## config.mk

```make
export PLATFORM = sky130hd
export DESIGN_NAME = dmem_mmio_uart
export DESIGN_NICKNAME = d
export VERILOG_FILES = /design/src/rtl/dmem_mmio_uart_pkg.sv /design/src/rtl/dmem_mmio_uart_fifo.sv /design/src/rtl/dmem_mmio_uart.sv
export SDC_FILE = /design/constraint.sdc
export NUM_CORES = 1
export LEC_CHECK = 0
export BUFFER_PORTS_ARGS = -buffer_cell sky130_fd_sc_hd__buf_4
export CAP_MARGIN = 10
export CORE_MARGIN = 1
export CORE_UTILIZATION = 50
export CTS_BUF_LIST = sky130_fd_sc_hd__clkbuf_16
export CTS_CLUSTER_SIZE = 30
export DETAILED_ROUTE_END_ITERATION = 10
export PLACE_DENSITY = 0.87
export SLEW_MARGIN = 15
export SYNTH_ARGS = -nofsm -noshare
export SYNTH_HDL_FRONTEND = slang
export SYNTH_SLANG_ARGS = --single-unit
```

## constraint.sdc

```tcl
create_clock -name clock -period 3.8 [get_ports clock]
set_input_delay 0.76 -clock clock [delete_from_list [all_inputs] [get_ports clock]]
set_output_delay 0.76 -clock clock [all_outputs]
set_load 0.01 [all_outputs]
```

## src/rtl/dmem_mmio_uart_pkg.sv

```systemverilog
// Shared constants for the dmem MMIO UART: window decode, register offsets,
// STATUS bit layout and the transmitter state encoding.
package mmio_uart_pkg;

  localparam logic [11:0] MMIO_BASE  = 12'hFF0;
  localparam logic [3:0]  OFF_TXDATA = 4'hC;
  localparam logic [3:0]  OFF_STATUS = 4'hD;

  localparam int STAT_FULL      = 0;
  localparam int STAT_EMPTY     = 1;
  localparam int STAT_BUSY      = 2;
  localparam int STAT_OVF       = 3;
  localparam int STAT_COUNT_LSB = 4;

  // PARITY is always part of the encoding; it is only reachable with UART_PARITY_EN.
  typedef enum logic [2:0] {
    S_IDLE   = 3'd0,
    S_START  = 3'd1,
    S_DATA   = 3'd2,
    S_PARITY = 3'd3,
    S_STOP   = 3'd4
  } uart_state_e;

  function automatic logic in_window(input logic [11:0] addr);
    return addr[11:4] == MMIO_BASE[11:4];
  endfunction

endpackage

```

## src/rtl/dmem_mmio_uart_fifo.sv

```systemverilog
// Synchronous FIFO with combinational head output; a push while full is
// accepted only when a pop happens in the same cycle.
module mmio_fifo #(
  parameter int DEPTH = 8,
  parameter int WIDTH = 8
) (
  input  logic                       clk,
  input  logic                       rst,
  input  logic                       push,
  input  logic                       pop,
  input  logic [WIDTH-1:0]           din,
  output logic [WIDTH-1:0]           dout,
  output logic                       full,
  output logic                       empty,
  output logic [$clog2(DEPTH):0]     count
);

  localparam int PW = $clog2(DEPTH);
  localparam int CW = PW + 1;

  logic [WIDTH-1:0] mem_q [DEPTH];
  logic [WIDTH-1:0] mem_d [DEPTH];
  logic [PW-1:0]    wr_ptr_q, wr_ptr_d;
  logic [PW-1:0]    rd_ptr_q, rd_ptr_d;
  logic [CW-1:0]    count_q, count_d;
  logic             do_push, do_pop;

  assign full  = (count_q == CW'(DEPTH));
  assign empty = (count_q == '0);
  assign count = count_q;
  assign dout  = mem_q[rd_ptr_q];

  assign do_pop  = pop & ~empty;
  assign do_push = push & (~full | do_pop);

  // Pointers wrap naturally because DEPTH is a power of two.
  always_comb begin
    mem_d    = mem_q;
    wr_ptr_d = wr_ptr_q;
    rd_ptr_d = rd_ptr_q;
    count_d  = count_q;
    if (do_push) begin
      mem_d[wr_ptr_q] = din;
      wr_ptr_d        = wr_ptr_q + PW'(1);
    end
    if (do_pop) begin
      rd_ptr_d = rd_ptr_q + PW'(1);
    end
    case ({do_push, do_pop})
      2'b10:   count_d = count_q + CW'(1);
      2'b01:   count_d = count_q - CW'(1);
      default: count_d = count_q;
    endcase
  end

  always_ff @(posedge clk) begin
    if (rst) begin
      wr_ptr_q <= '0;
      rd_ptr_q <= '0;
      count_q  <= '0;
    end else begin
      wr_ptr_q <= wr_ptr_d;
      rd_ptr_q <= rd_ptr_d;
      count_q  <= count_d;
    end
  end

  always_ff @(posedge clk) begin
    mem_q <= mem_d;
  end

endmodule

```

## src/rtl/dmem_mmio_uart.sv

```systemverilog
// UART transmitter mapped at the top of the dmem address space (0xFF0-0xFFF).
// Define UART_PARITY_EN to insert an even-parity bit between data and stop.
//
// Handshake: there is no valid/ready pair on the CPU side. A store (wren=1)
// is taken at the edge it is presented; a load's result appears on q_cpu one
// cycle after the address, matching dmem's latency. The FIFO push from the CPU
// is accepted when not full, or when full and the FSM pops in the same cycle.
module dmem_mmio_uart
  import mmio_uart_pkg::*;
#(
  parameter int CLKS_PER_BIT = 16,
  parameter int FIFO_DEPTH   = 8
) (
  input  logic        clock,
  input  logic        reset,
  input  logic [11:0] address_dmem,
  input  logic [31:0] data,
  input  logic        wren,
  output logic [31:0] q_cpu,
  output logic        dmem_wren,
  input  logic [31:0] q_dmem,
  output logic        tx,
  output logic        tx_busy,
  output logic [2:0]  dbg_state
);

  localparam int TW = $clog2(CLKS_PER_BIT);
  localparam int CW = $clog2(FIFO_DEPTH) + 1;
  localparam logic [TW-1:0] BIT_LAST = TW'(CLKS_PER_BIT - 1);

  logic          win;
  logic [3:0]    offset;
  logic          push_req;
  logic          status_wr;
  logic          ovf_event;
  logic          unused_data;

  logic          fifo_pop;
  logic [7:0]    fifo_dout;
  logic          fifo_full;
  logic          fifo_empty;
  logic [CW-1:0] fifo_count;

  uart_state_e   state_q, state_d;
  logic [TW-1:0] timer_q, timer_d;
  logic [2:0]    bit_idx_q, bit_idx_d;
  logic [7:0]    shift_q, shift_d;
  logic          parity_q, parity_d;
  logic          tx_q, tx_d;
  logic          overflow_q, overflow_d;
  logic          hit_q, hit_d;
  logic [31:0]   reg_q, reg_d;
  logic [31:0]   status_vec;
  logic          bit_done;

  assign win         = in_window(address_dmem);
  assign offset      = address_dmem[3:0];
  assign dmem_wren   = wren & ~win;
  assign push_req    = wren & win & (offset == OFF_TXDATA);
  assign status_wr   = wren & win & (offset == OFF_STATUS);
  assign unused_data = ^data[31:8];

  mmio_fifo #(
    .DEPTH (FIFO_DEPTH),
    .WIDTH (8)
  ) u_fifo (
    .clk   (clock),
    .rst   (reset),
    .push  (push_req),
    .pop   (fifo_pop),
    .din   (data[7:0]),
    .dout  (fifo_dout),
    .full  (fifo_full),
    .empty (fifo_empty),
    .count (fifo_count)
  );

  assign bit_done = (timer_q == BIT_LAST);

  always_comb begin
    state_d   = state_q;
    timer_d   = timer_q;
    bit_idx_d = bit_idx_q;
    shift_d   = shift_q;
    parity_d  = parity_q;
    fifo_pop  = 1'b0;
    if (state_q != S_IDLE) begin
      timer_d = bit_done ? '0 : timer_q + TW'(1);
    end
    case (state_q)
      S_IDLE: begin
        if (!fifo_empty) begin
          fifo_pop = 1'b1;
          shift_d  = fifo_dout;
          parity_d = ^fifo_dout;
          timer_d  = '0;
          state_d  = S_START;
        end
      end
      S_START: begin
        if (bit_done) begin
          bit_idx_d = '0;
          state_d   = S_DATA;
        end
      end
      S_DATA: begin
        if (bit_done) begin
          shift_d   = {1'b0, shift_q[7:1]};
          bit_idx_d = bit_idx_q + 3'd1;
          if (bit_idx_q == 3'd7) begin
`ifdef UART_PARITY_EN
            state_d = S_PARITY;
`else
            state_d = S_STOP;
`endif
          end
        end
      end
      S_PARITY: begin
        if (bit_done) begin
          state_d = S_STOP;
        end
      end
      S_STOP: begin
        // Chain straight into the next start bit so queued frames have no gap.
        if (bit_done) begin
          if (!fifo_empty) begin
            fifo_pop = 1'b1;
            shift_d  = fifo_dout;
            parity_d = ^fifo_dout;
            state_d  = S_START;
          end else begin
            state_d = S_IDLE;
          end
        end
      end
      default: state_d = S_IDLE;
    endcase
  end

  // The line level is registered from next-state values so tx never glitches.
  always_comb begin
    tx_d = 1'b1;
    case (state_d)
      S_START:  tx_d = 1'b0;
      S_DATA:   tx_d = shift_d[0];
      S_PARITY: tx_d = parity_d;
      default:  tx_d = 1'b1;
    endcase
  end

  // A dropped push sets overflow even when the same cycle writes STATUS.
  assign ovf_event = push_req & fifo_full & ~fifo_pop;

  always_comb begin
    overflow_d = overflow_q;
    if (ovf_event) begin
      overflow_d = 1'b1;
    end else if (status_wr) begin
      overflow_d = 1'b0;
    end
  end

  always_comb begin
    status_vec                          = '0;
    status_vec[STAT_FULL]               = fifo_full;
    status_vec[STAT_EMPTY]              = fifo_empty;
    status_vec[STAT_BUSY]               = (state_q != S_IDLE);
    status_vec[STAT_OVF]                = overflow_q;
    status_vec[STAT_COUNT_LSB +: 4]     = 4'(fifo_count);
  end

  always_comb begin
    hit_d = win;
    reg_d = (win && offset == OFF_STATUS) ? status_vec : '0;
  end

  always_ff @(posedge clock) begin
    if (reset) begin
      state_q    <= S_IDLE;
      timer_q    <= '0;
      bit_idx_q  <= '0;
      shift_q    <= '0;
      parity_q   <= 1'b0;
      tx_q       <= 1'b1;
      overflow_q <= 1'b0;
      hit_q      <= 1'b0;
      reg_q      <= '0;
    end else begin
      state_q    <= state_d;
      timer_q    <= timer_d;
      bit_idx_q  <= bit_idx_d;
      shift_q    <= shift_d;
      parity_q   <= parity_d;
      tx_q       <= tx_d;
      overflow_q <= overflow_d;
      hit_q      <= hit_d;
      reg_q      <= reg_d;
    end
  end

  assign q_cpu     = hit_q ? reg_q : q_dmem;
  assign tx        = tx_q;
  assign tx_busy   = (state_q != S_IDLE) | ~fifo_empty;
  assign dbg_state = state_q;

endmodule

```

**Word level (Yosys, flattened, before mapping)**

Index checks and enable logic that the tools add are counted.

- Register bits after elaboration: 128
- Output and inout port bits: 38

- $add $sub $neg: 6
- Order comparisons: 3
- Equal/unequal tests: 18
- Multiplexer cells: 36
- Bitwise logic cells: 17
- Reduce and logical (&&, ||, !) cells: 13

Operator list:

| operator | count |
|---|---|
| $bwmux 64 | 1 |
| $mux 8 | 6 |
| $mux 32 | 1 |
| $bmux 8 s3 | 1 |
| $demux 8 s3 | 1 |
| $mux 3 | 8 |
| $pmux 8 s3 | 1 |
| $eq 4x4->1 const B | 4 |
| $mux 4 | 4 |
| $pmux 3 s5 | 1 |
| $eq 3x2->1 const B | 4 |
| $add 3x1->3 const B | 3 |
| $add 4x1->4 const B | 2 |
| $and 1x1->1 | 8 |
| $eq 8x8->1 const B | 1 |
| $ge 4x4->1 const B | 2 |
| $not 3->4 | 2 |
| $pmux 4 s2 | 1 |
| $reduce_xor 8->1 | 1 |
| $mux 1 | 7 |
| $eq 3x1->1 const B | 2 |
| $eq 3x3->1 const B | 2 |
| $ne 2x2->1 const B | 3 |
| $pmux 3 s2 | 1 |
| 15 further kinds | 26 |

**Logic depth before layout (Yosys ltp)**

Gate-level depths: netlist of the first run.

- Depth after elaboration: 9
- Gate-level depth with buffers: 12

**Modules after synthesis**

From an unflattened synthesis of the first run, not the netlist that was laid out.

- Cells, all modules: 351
- Area, all modules: 4,620.7 µm²

Modules (own cells, without submodules):

| module | times used | cells an instance | area each (µm²) | seq. area each (µm²) |
|---|---|---|---|---|
| mmio_fifo | 1 | 162 | 2,995.4 | 2,122.0 |
| dmem_mmio_uart | 1 | 189 | 1,625.3 | 600.6 |

**Worst setup path before layout of the first run**

Ideal clock, no wire load.

- Kind: input to register
- Start: input port address_dmem[1]
- End: register u_fifo.mem_q[56] (netlist bit) (enable)
- Setup time: 0.383 ns
- Data arrival time: 2.550 ns
- Data required time: 3.417 ns
- Setup slack: 0.867 ns
- Stages on the path: 5
- Buffers on the path: 0
- Path through: nand3b_1 -> nor4_1 -> o211ai_1 -> or2_2 -> nor3_1

- Longest elaborated chain between the ends: 3

RTL lines:

| what | line | text |
|---|---|---|
| from (decl) | dmem_mmio_uart.sv:16 | `input logic [11:0] address_dmem,` |
| $eq 4x4->1 | dmem_mmio_uart.sv:59 | `assign push_req = wren & win & (offset == OFF_TXDATA);` |
| $and 1x1->1 | dmem_mmio_uart.sv:59 |  |
| $and 1x1->1 | dmem_mmio_uart_fifo.sv:34 | `assign do_push = push & (~full \| do_pop);` |
| to (signal assigned) | dmem_mmio_uart_fifo.sv:69 | `mem_q <= mem_d;` |
| to (decl) | dmem_mmio_uart_fifo.sv:21 | `logic [WIDTH-1:0] mem_q [DEPTH];` |

Every way passes these cells.
A chain may end at the register's enable or synchronous reset.

**Final worst setup path of the first run**

- Start: register timer_q[0]
- End: register u_fifo.count_q[2], in the netlist u_fifo.count[2]

- Longest elaborated chain between the ends: 8

RTL lines:

| what | line | text |
|---|---|---|
| from (decl) | dmem_mmio_uart.sv:45 | `logic [TW-1:0] timer_q, timer_d;` |
| from (signal assigned) | dmem_mmio_uart.sv:191 | `timer_q <= timer_d;` |
| $eq 4x4->1 * | dmem_mmio_uart.sv:78 | `assign bit_done = (timer_q == BIT_LAST);` |
| $mux 1 * | dmem_mmio_uart.sv:126 | `if (bit_done) begin` |
| $pmux 1 s2 * | dmem_mmio_uart.sv:90 | `case (state_q)` |
| $and 1x1->1 * | dmem_mmio_uart_fifo.sv:33 | `assign do_pop = pop & ~empty;` |
| $or 1x1->1 | dmem_mmio_uart_fifo.sv:34 |  |
| $and 1x1->1 | dmem_mmio_uart_fifo.sv:34 |  |
| $eq 2x1->1 or $eq 2x2->1 (tied branches) | dmem_mmio_uart_fifo.sv:49 | `case ({do_push, do_pop})` |
| $pmux 4 s2 or $reduce_bool 2->1 (tied branches) | -- |  |
| to (signal assigned) | dmem_mmio_uart_fifo.sv:64 | `count_q <= count_d;` |
| to (decl) | dmem_mmio_uart_fifo.sv:25 | `logic [CW-1:0] count_q, count_d;` |

Mark *: on every way between the ends. The rest lies on a longest branch, timed or not.

==> impl_metrics.toml, run 1 <==
[critical_path]
slowest_stage = "a211oi_1"
cp_data_arrival_time_ns = 3.32
r2r-start = "timer_q[0]"
worstRegToRegCells = 11
crit_start = "timer_q[0]"
required_ns = 4.08
critPathMostFrequentCell = "ha_1"
start_kind = "register"
endpoint_kind = "register"
critPathKind = "register to register"
crit_chain = "ha_1 > nand3_1 > a211oi_1 > o211ai_1 > ha_1 > xor2_1 > ha_1 > a21oi_1 > xor2_1 > or3_1 > a21oi_1"
reg2reg_to = "u_fifo.count[2]"
slowest_delay_ns = 0.46
reg2reg_slack_ns = 0.76
cp_max_fo = 7

[pwr]
pwr_density_cell_nw_per_um2 = 383.9
power_uw = 2195
ir_drop_mv = 0.3307
p_leak_uw = 0.002142

[min_path]
min_to = "shift_q[6]"
worstHoldPathCells = 2
hold_start = "shift_q[6]"
hold_class = "register to register"

[timing]
worstMarginPinSlew_ns = 1.013
tns_ns = 0
period_share_pct = 80.00
grt_setup_unrepaired = "false"
worst_clock_skew_ns = 0.008546
setup_viol = 0
max_freq_ghz = 0.3289
max_slew_margin_pct = 32.39
finalHoldViolCount = 0
maxSlewViolCount = 0
fin_crit_ns = 3.040

[synthesis]
syn-cell-area_um2 = 4599
synthDominantCellAreaShare_pct = 41.78
synth_area_per_cell_um2 = 13.22
yosys.area.top_type = "edfxtp_1"
syn_nets = 435
synth_edf_count = 64
synthArstFlopShare_pct = 0
synth_cell_types = 46
synthTopCellsByArea = "edfxtp_1 42%, dfxtp_1 17%, mux4_1 6.3%, nor2b_1 3.4%, mux2_2 2.9%"
synth-seq-area-share_pct = 59.19
synth_flop_cell = "edfxtp_1"
yosys_warnings = 0
ys_ff_latch = 104
synthCells = 348

[global_routing]
gr-total-overflow = 0
grt_max_degree = 33
grt_pass1_wl_mm = 14.43
antenna_found_initial = 0
grt_pass1_vias = 2945
grtUsageTotal_pct = 19.66

[routing]
drt-total-wl_mm = 9.222
avgRoutedWirePerCell_um = 16.47
ant_nets = 0
drtPass1Iterations = 8
drt-initial-drc-count = 176
vias_per_cell = 5.495
vias = 3077
route.detailed.drc = 18

[place]
gp_congestion = 0.7652
io_buffers = 92
post-dp-hpwl_mm = 6.536

[outcome]
status = "finished, violations left"
failed_checks = "DRC"

[layout]
diodes = 0
areaGrowthSynthToFinish_pct = 24.32
layout.nets = 534
final_cell_mix = "105 x buf_4, 64 x edfxtp_1, 40 x dfxtp_1, 30 x nor2_1, 25 x nor2b_1"
layout_commonest_cell = "buf_4"
final_layout_size_suffix_gt1_share_pct = 32.30

[clocking]
cts_buffers = 9
cts_resized = 0
clk_pin_slew_ns = 0.07
numClockSinks = 104
cts_setup_buffers = 0
clk_path_buf_depth = 2
htree_levels = 3
cts_tree = "done"
cts_hold_buffers = 0
clk_latency_ns = 0.34
ctsRootBufferMaster = "clkbuf_16"

[die]
fp.dieH_um = 97.91
start_util_pct = 52.23
rows = 34
die-area_um2 = 9586
io_pins = 117
die_x_um = 97.91
core_um2 = 8806

[flow_run]
cap_violations = 0
final cells by class:
cell class	instances	area, um^2
Inverter	7	26.28
Clock inverter	7	60.06
Fill cell	621	3088
Timing Repair Buffer	105	788.3
Clock buffer	9	225.2
Tap cell	108	135.1
Multi-Input combinational cell	220	1760
Sequential cell	104	2723
Yosys cell counts, types with 3 or more instances:
master and number:
nand2_1 19, a211oi_1 3, nor3_1 12, and2_1 9, mux2_2 12, a31oi_1 4, nor2b_1 25, dfxtp_1 40
nand3b_1 4, xnor2_1 8, edfxtp_1 64, a22oi_1 4, ha_1 8, clkbuf_1 13, xor2_1 6, o21ai_0 4
a21oi_1 13, mux2i_1 6, inv_1 7, nand2b_1 4, nand3_1 4, or3_1 6, nor2_1 30, nor4_1 3
mux4_1 11, mux4_2 5
worst max-delay path, delay by kind of cell, from the launching register on:
family          cells  cell delay (ns)
fa+ha+maj           3             0.78
xor+xnor            2             0.27
compound gates      4             1.10
simple gates        2             0.45
flops               1             0.39
where the power goes:
group | internal, uW | switching (uW) | total, uW
Combinational | 75.1 | 50.2 | 125
Sequential | 1200 | 2.63 | 1200
Clock | 458 | 414 | 871
Total | 1730 | 467 | 2200
kinds of logic after synthesis:
group                    synth area share (%)
AND/OR/NAND/NOR                         13.77
flip-flops                              59.19
AO/OA/AOI/OAI                           5.631
multiplexers                            13.47
buffers and inverters                   2.530
XOR/XNOR                                3.020
adder cells (fa/ha/maj)                 2.394
how the worst max path moves through the flow:
stage	to	slack, ns
final	u_fifo.count[2]	0.76
after global routing	u_fifo.count[2]	0.60
after CTS	u_fifo.count[2]	0.78
after detailed placement	u_fifo.count[2]	0.47
after global placement	u_fifo.count[2]	0.56
after floorplan	u_fifo.mem_q[56]	0.87
through the flow:
stage               utilization, %  area [um^2]  std cells  hold WS [ns]  setup slack [ns]
floorplan                        -         4599        348        0.4306            0.8669
global placement             61.69         5433        544        0.4489            0.5624
detailed placement           61.69         5433        544        0.4656            0.4664
CTS                          64.93         5718        560        0.4783            0.7770
global route                 64.93         5718        560        0.5012            0.6013
finish                       64.93         5718        560        0.4774            0.7600
sequential cells by signal, indices dropped and copies added, names as in the netlist:
name / flops
hit_q: 1
overflow_q: 1
bit_idx_q: 3
reg_q: 8
u_fifo.wr_ptr_q: 3
parity_q: 1
dbg_state: 3
shift_q: 8
u_fifo.mem_q: 64
tx: 1
u_fifo.count: 4
u_fifo.rd_ptr_q: 3
timer_q: 4
routing by layer:
layer | up-vias | routed length (um) | global-route usage [%]
li1 | 1488 | - | -
met1 | 1473 | 3532 | 21.61
met2 | 107 | 4999 | 37.54
met3 | 9 | 608 | 4.868
met4 | 0 | 82 | 5.012
met5 | - | 0 | 0
Note: power is estimated with default switching activity, not from simulation.
==> inputs of run 2 (changes only) <==
--- a/config.mk
+++ b/config.mk
@@ -5,6 +5,7 @@
 export SDC_FILE = /design/constraint.sdc
 export NUM_CORES = 1
 export LEC_CHECK = 0
+export ABC_AREA = 1
 export BUFFER_PORTS_ARGS = -buffer_cell sky130_fd_sc_hd__buf_4
 export CAP_MARGIN = 10
 export CORE_MARGIN = 1
@@ -12,7 +13,7 @@
 export CTS_BUF_LIST = sky130_fd_sc_hd__clkbuf_16
 export CTS_CLUSTER_SIZE = 30
 export DETAILED_ROUTE_END_ITERATION = 10
-export PLACE_DENSITY = 0.87
+export PLACE_DENSITY = 0.85
 export SLEW_MARGIN = 15
 export SYNTH_ARGS = -nofsm -noshare
 export SYNTH_HDL_FRONTEND = slang
==> constraint.sdc (replaced) <==
create_clock -name clock -period 3 [get_ports clock]
set_input_delay 0.6 -clock clock [delete_from_list [all_inputs] [get_ports clock]]
set_output_delay 0.6 -clock clock [all_outputs]
set_load 0.01 [all_outputs]
==> impl_metrics.toml, run 2 <==
[timing]
maxSlewViolCount = 0
whs_ns = 0.4357
worstMarginPinSlew_ns = 0.6197
period_share_pct = 85.47
tns_ns = 0
grt_setup_unrepaired = "false"
worst_clock_skew_ns = 0.01153
max_slew_margin_pct = 58.63
fin_crit_ns = 2.564
finalHoldViolCount = 0
setup_viol = 0
max_freq_ghz = 0.3900

[synthesis]
yosys.area.top_type = "edfxtp_1"
yosysMostFrequentCell = "nand2_1"
synthDominantCellAreaShare_pct = 35.25
synth_area_per_cell_um2 = 8.520
synthTopCellsByCount = "164 x nand2_1, 109 x inv_1, 64 x edfxtp_1, 56 x nor2_1, 40 x dfxtp_1"
synth-seq-area-share_pct = 49.93
ys_ff_latch = 104
syn-cell-area_um2 = 5453
synthCells = 640
synthTopCellsByArea = "edfxtp_1 35%, dfxtp_1 15%, nand2_1 11%, inv_1 7.5%, nand3_2 5.1%"
syn_nets = 727
synth_flop_cell = "edfxtp_1"
synth_edf_count = 64
synthArstFlopShare_pct = 0
synth_cell_types = 40
yosys_warnings = 0

[critical_path]
required_ns = 3.24
reg2reg_slack_ns = 0.44
cp_max_fo = 7
worstRegToRegCells = 15
endpoint_kind = "register"
reg2reg_to = "u_fifo.count[2]"
r2r-start = "timer_q[0]"
cp_data_arrival_time_ns = 2.80
start_kind = "register"
critPathKind = "register to register"

[layout]
diodes = 0
layout.core_utilization_pct = 62.47
largest-register = "u_fifo.mem_q"
fillCellCount = 858
final_cell_mix = "164 x nand2_1, 109 x inv_1, 104 x buf_4, 64 x edfxtp_1, 56 x nor2_1"
final_layout_size_suffix_gt1_share_pct = 27.84
layout_commonest_cell = "nand2_1"
areaGrowthSynthToFinish_pct = 19.87
reg_top3 = "u_fifo.mem_q (64), reg_q (8), shift_q (8)"
layout.nets = 822
largest_reg_flops = 64

[die]
start_util_pct = 52.12
die_x_um = 106.4
core_um2 = 10460
io_pins = 117
die-area_um2 = 11330
rows = 37
fp.dieH_um = 106.4

[routing]
vias = 4411
avgRoutedWirePerCell_um = 13.75
drt-total-wl_mm = 12.05
vias_per_cell = 5.035
drt-initial-drc-count = 212
drtPass1Iterations = 5
ant_nets = 0
route.detailed.drc = 0

[place]
io_buffers = 92
post-dp-hpwl_mm = 8.650
gp_congestion = 0.7963

[clocking]
cts_setup_buffers = 0
htree_levels = 3
cts_tree = "done"
cts_resized = 0
cts_buffers = 9
numClockSinks = 104
ctsRootBufferMaster = "clkbuf_16"
cts_hold_buffers = 0
clk_latency_ns = 0.34
clk_pin_slew_ns = 0.08
clk_path_buf_depth = 2

[pwr]
ir_drop_mv = 0.5037
pwr_density_cell_nw_per_um2 = 754.8
p_leak_uw = 0.003105

[min_path]
min_to = "reg_q[3]"
hold_start = "overflow_q"
worstHoldPathCells = 2
hold_class = "register to register"

[flow_run]
cap_violations = 0

[global_routing]
grt_pass1_vias = 4323
antenna_found_initial = 0
grt_pass1_wl_mm = 19.98
grt_max_degree = 35
grtUsageTotal_pct = 22.28
gr-total-overflow = 0

[outcome]
status = "finished clean"
run 2: worst max path at each step:
stage | start | end | slack [ns]
6_report | timer_q[0] | u_fifo.count[2] | 0.44
5_1_grt | timer_q[0] | u_fifo.count[2] | 0.18
4_1_cts | timer_q[0] | u_fifo.count[2] | 0.43
3_5_place_dp | address_dmem[7] | u_fifo.count[2] | 0.31
3_3_place_gp | address_dmem[7] | u_fifo.count[2] | 0.42
2_1_floorplan | address_dmem[6] | u_fifo.mem_q[10] | 0.56
run 2: power by group:
part           switching (uW)  internal, uW
logic                    1310           708
clock network             583           603
registers                 109          1620
total                    2000          2940
run 2: critical path, stage by stage, from the launching register on:
cell     delay (ns)
dfxtp_1        0.34
ha_1           0.25
nand3_2        0.16
inv_2          0.08
o21ai_4        0.23
nand2_1        0.08
nand2_1        0.21
ha_1           0.26
nand2_1        0.07
inv_1          0.08
nor2_1         0.06
ha_1           0.18
a21oi_1        0.16
xor2_1         0.09
o21ai_0        0.15
inv_1          0.05
run 2: cell type report:
class                           count  area [um^2]  share of cell area (%)
Multi-Input combinational cell    396         2085                   31.89
Inverter                          120        460.4                   7.044
Tap cell                          136        170.2                   2.603
Clock buffer                        9        225.2                   3.446
Sequential cell                   104         2723                   41.65
Timing Repair Buffer              104        780.7                   11.94
Clock inverter                      7        92.59                   1.417
run 2: stage by stage:
step	cell area, um^2	instances	setup slack (ns)	power (uW)
floorplan	5453	640	0.5558	3408
global placement	6218	860	0.4197	3640
detailed placement	6218	860	0.3140	3741
CTS	6536	876	0.4341	4935
global route	6536	876	0.1759	5289
finish	6536	876	0.4358	4934
run 2: cells by family after synthesis:
kind of cell             synth area share [%]
adder cells (fa/ha/maj)                 1.836
multiplexers                            1.652
XOR/XNOR                               0.3213
buffers and inverters                   11.84
AO/OA/AOI/OAI                           5.806
flip-flops                              49.93
AND/OR/NAND/NOR                         28.61
run 2: layer usage:
| metal | vias to the layer above | track usage (%) | part of all wire, % |
|---|---|---|---|
| met3 | 30 | 4.598 | 5.2 |
| met2 | 134 | 41.05 | 53 |
| met1 | 2038 | 26.18 | 39 |
| li1 | 2209 | - | - |
| met4 | 0 | 5.871 | 2.1 |
| met5 | - | 0 | 0 |
==> inputs of run 3 (changes only) <==
--- a/config.mk
+++ b/config.mk
@@ -8,12 +8,14 @@
 export ABC_AREA = 1
 export BUFFER_PORTS_ARGS = -buffer_cell sky130_fd_sc_hd__buf_4
 export CAP_MARGIN = 10
+export CELL_PAD_IN_SITES_DETAIL_PLACEMENT = 0
+export CELL_PAD_IN_SITES_GLOBAL_PLACEMENT = 1
 export CORE_MARGIN = 1
-export CORE_UTILIZATION = 50
+export CORE_UTILIZATION = 41
 export CTS_BUF_LIST = sky130_fd_sc_hd__clkbuf_16
 export CTS_CLUSTER_SIZE = 30
 export DETAILED_ROUTE_END_ITERATION = 10
-export PLACE_DENSITY = 0.85
+export PLACE_DENSITY = 0.92
 export SLEW_MARGIN = 15
 export SYNTH_ARGS = -nofsm -noshare
 export SYNTH_HDL_FRONTEND = slang
==> impl_metrics.toml, run 3 (same netlist as run 2, synthesis figures left out) <==
[critical_path]
required_ns = 3.24
critPathKind = "register to register"
cp_max_fo = 7
endpoint_kind = "register"
start_kind = "register"
cp_data_arrival_time_ns = 2.83

[layout]
final_cell_mix = "164 x nand2_1, 109 x inv_1, 103 x buf_4, 64 x edfxtp_1, 56 x nor2_1"
largest-register = "u_fifo.mem_q"
fin_area_um2 = 6566
largest_reg_flops = 64
fillCellCount = 1130
final_layout_size_suffix_gt1_share_pct = 27.51
register_area_um2 = 2723
diodes = 0
reg_top3 = "u_fifo.mem_q (64), reg_q (8), shift_q (8)"
areaGrowthSynthToFinish_pct = 20.42
instances_no_fill = 910
layout_commonest_cell = "nand2_1"
multi_input_area_um2 = 2085
layout.nets = 821

[routing]
drt-initial-drc-count = 255
ant_nets = 0
route.detailed.drc = 0
avgRoutedWirePerCell_um = 13.07
vias = 4319
drt-total-wl_mm = 11.90
drtPass1Iterations = 5
vias_per_cell = 4.746

[timing]
tns_ns = 0
setup_ws_ns = 0.4126
period_share_pct = 86.25
finalHoldViolCount = 0
maxSlewViolCount = 0
max_freq_ghz = 0.3865
worstMarginPinSlew_ns = 0.7225
setup_viol = 0
worst_clock_skew_ns = 0.006356
max_slew_margin_pct = 51.76
grt_setup_unrepaired = "false"
fin_crit_ns = 2.587

[outcome]
status = "finished clean"

[clocking]
clk_pin_slew_ns = 0.07
cts_tree = "done"
cts_resized = 0
cts_setup_buffers = 0
clk_path_buf_depth = 2
cts_buffers = 9
numClockSinks = 104
cts_hold_buffers = 0
htree_levels = 3
ctsRootBufferMaster = "clkbuf_16"
clk_latency_ns = 0.35

[place]
gp_congestion = 0.8119
io_buffers = 92
placed_area_um2 = 6256
dpl.cell_count = 895
place_ws_ns = 0.2811
post-dp-hpwl_mm = 8.488

[die]
die-area_um2 = 13760
rows = 41
die_x_um = 117.3
fp.dieH_um = 117.3
start_util_pct = 42.69
core_um2 = 12770
io_pins = 117

[pwr]
combPwrFrac_pct = 40.1
seqPwrFrac_pct = 35.1
p_switching_uw = 1908
internal_power_uw = 3053
swShare_pct = 38.46
clkPwrFrac_pct = 24.8
pwr_density_cell_nw_per_um2 = 755.5
ir_drop_mv = 0.3443
p_leak_uw = 0.003095

[global_routing]
gr-total-overflow = 0
antenna_found_initial = 0
grt_pass1_vias = 4056
grt_pass1_wl_mm = 19.49
grt_max_degree = 35
grtUsageTotal_pct = 17.81

[min_path]
hold_class = "register to register"

[flow_run]
cap_violations = 0
## run 3: layout make-up
type | count | share of cell area (%)
clock inverters | 6 | 1.296
multi-input cells | 396 | 31.75
flip-flops and latches | 104 | 41.46
well taps | 172 | 3.277
clock buffers | 9 | 3.430
inverters | 120 | 7.012
repair buffers | 103 | 11.78
## run 3: worst paths after layout
path | slack [ns] | start | endpoint | cells past startpoint
worst min-delay path | 0.42 | overflow_q | reg_q[3] | 2
worst max-delay path | 0.41 | timer_q[0] | u_fifo.count[2] | 15
worst max register to register | 0.41 | timer_q[0] | u_fifo.count[2] | 15
worst min register to register | 0.42 | overflow_q | reg_q[3] | 2
## run 3: layer usage
layer / vias up / part of all wire (%) / GRT usage (%)
li1: 2208 / - / -
met1: 1993 / 44 / 22.19
met2: 98 / 50 / 30.99
met3: 20 / 4.0 / 2.335
met4: 0 / 1.9 / 7.305
met5: - / 0 / 0
## run 3: through the flow
step,total power [uW],hold slack [ns],utilization [%]
detailed placement,3749,0.4185,48.98
floorplan,3408,0.4084,-
CTS,4976,0.4282,51.41
global route,5321,0.4507,51.41
finish,4961,0.4198,51.41
global placement,3681,0.4158,48.98
## run 3: worst max-delay path, cell delays in order (launching register included)
cell,delay (ns)
dfxtp_1,0.34
ha_1,0.24
nand3_2,0.17
inv_2,0.08
o21ai_4,0.24
nand2_1,0.08
nand2_1,0.23
ha_1,0.28
nand2_1,0.08
inv_1,0.07
nor2_1,0.06
ha_1,0.18
a21oi_1,0.15
xor2_1,0.09
o21ai_0,0.15
inv_1,0.05
## run 3: power groups by stage
stage          Clock [uW]  Sequential (uW)  Combinational [uW]
5_1_grt              1310             1760                2260
6_report             1230             1740                1990
3_3_place_gp            0             1760                1920
4_1_cts              1250             1740                1990
2_1_floorplan           0             1720                1690
3_5_place_dp            0             1770                1980
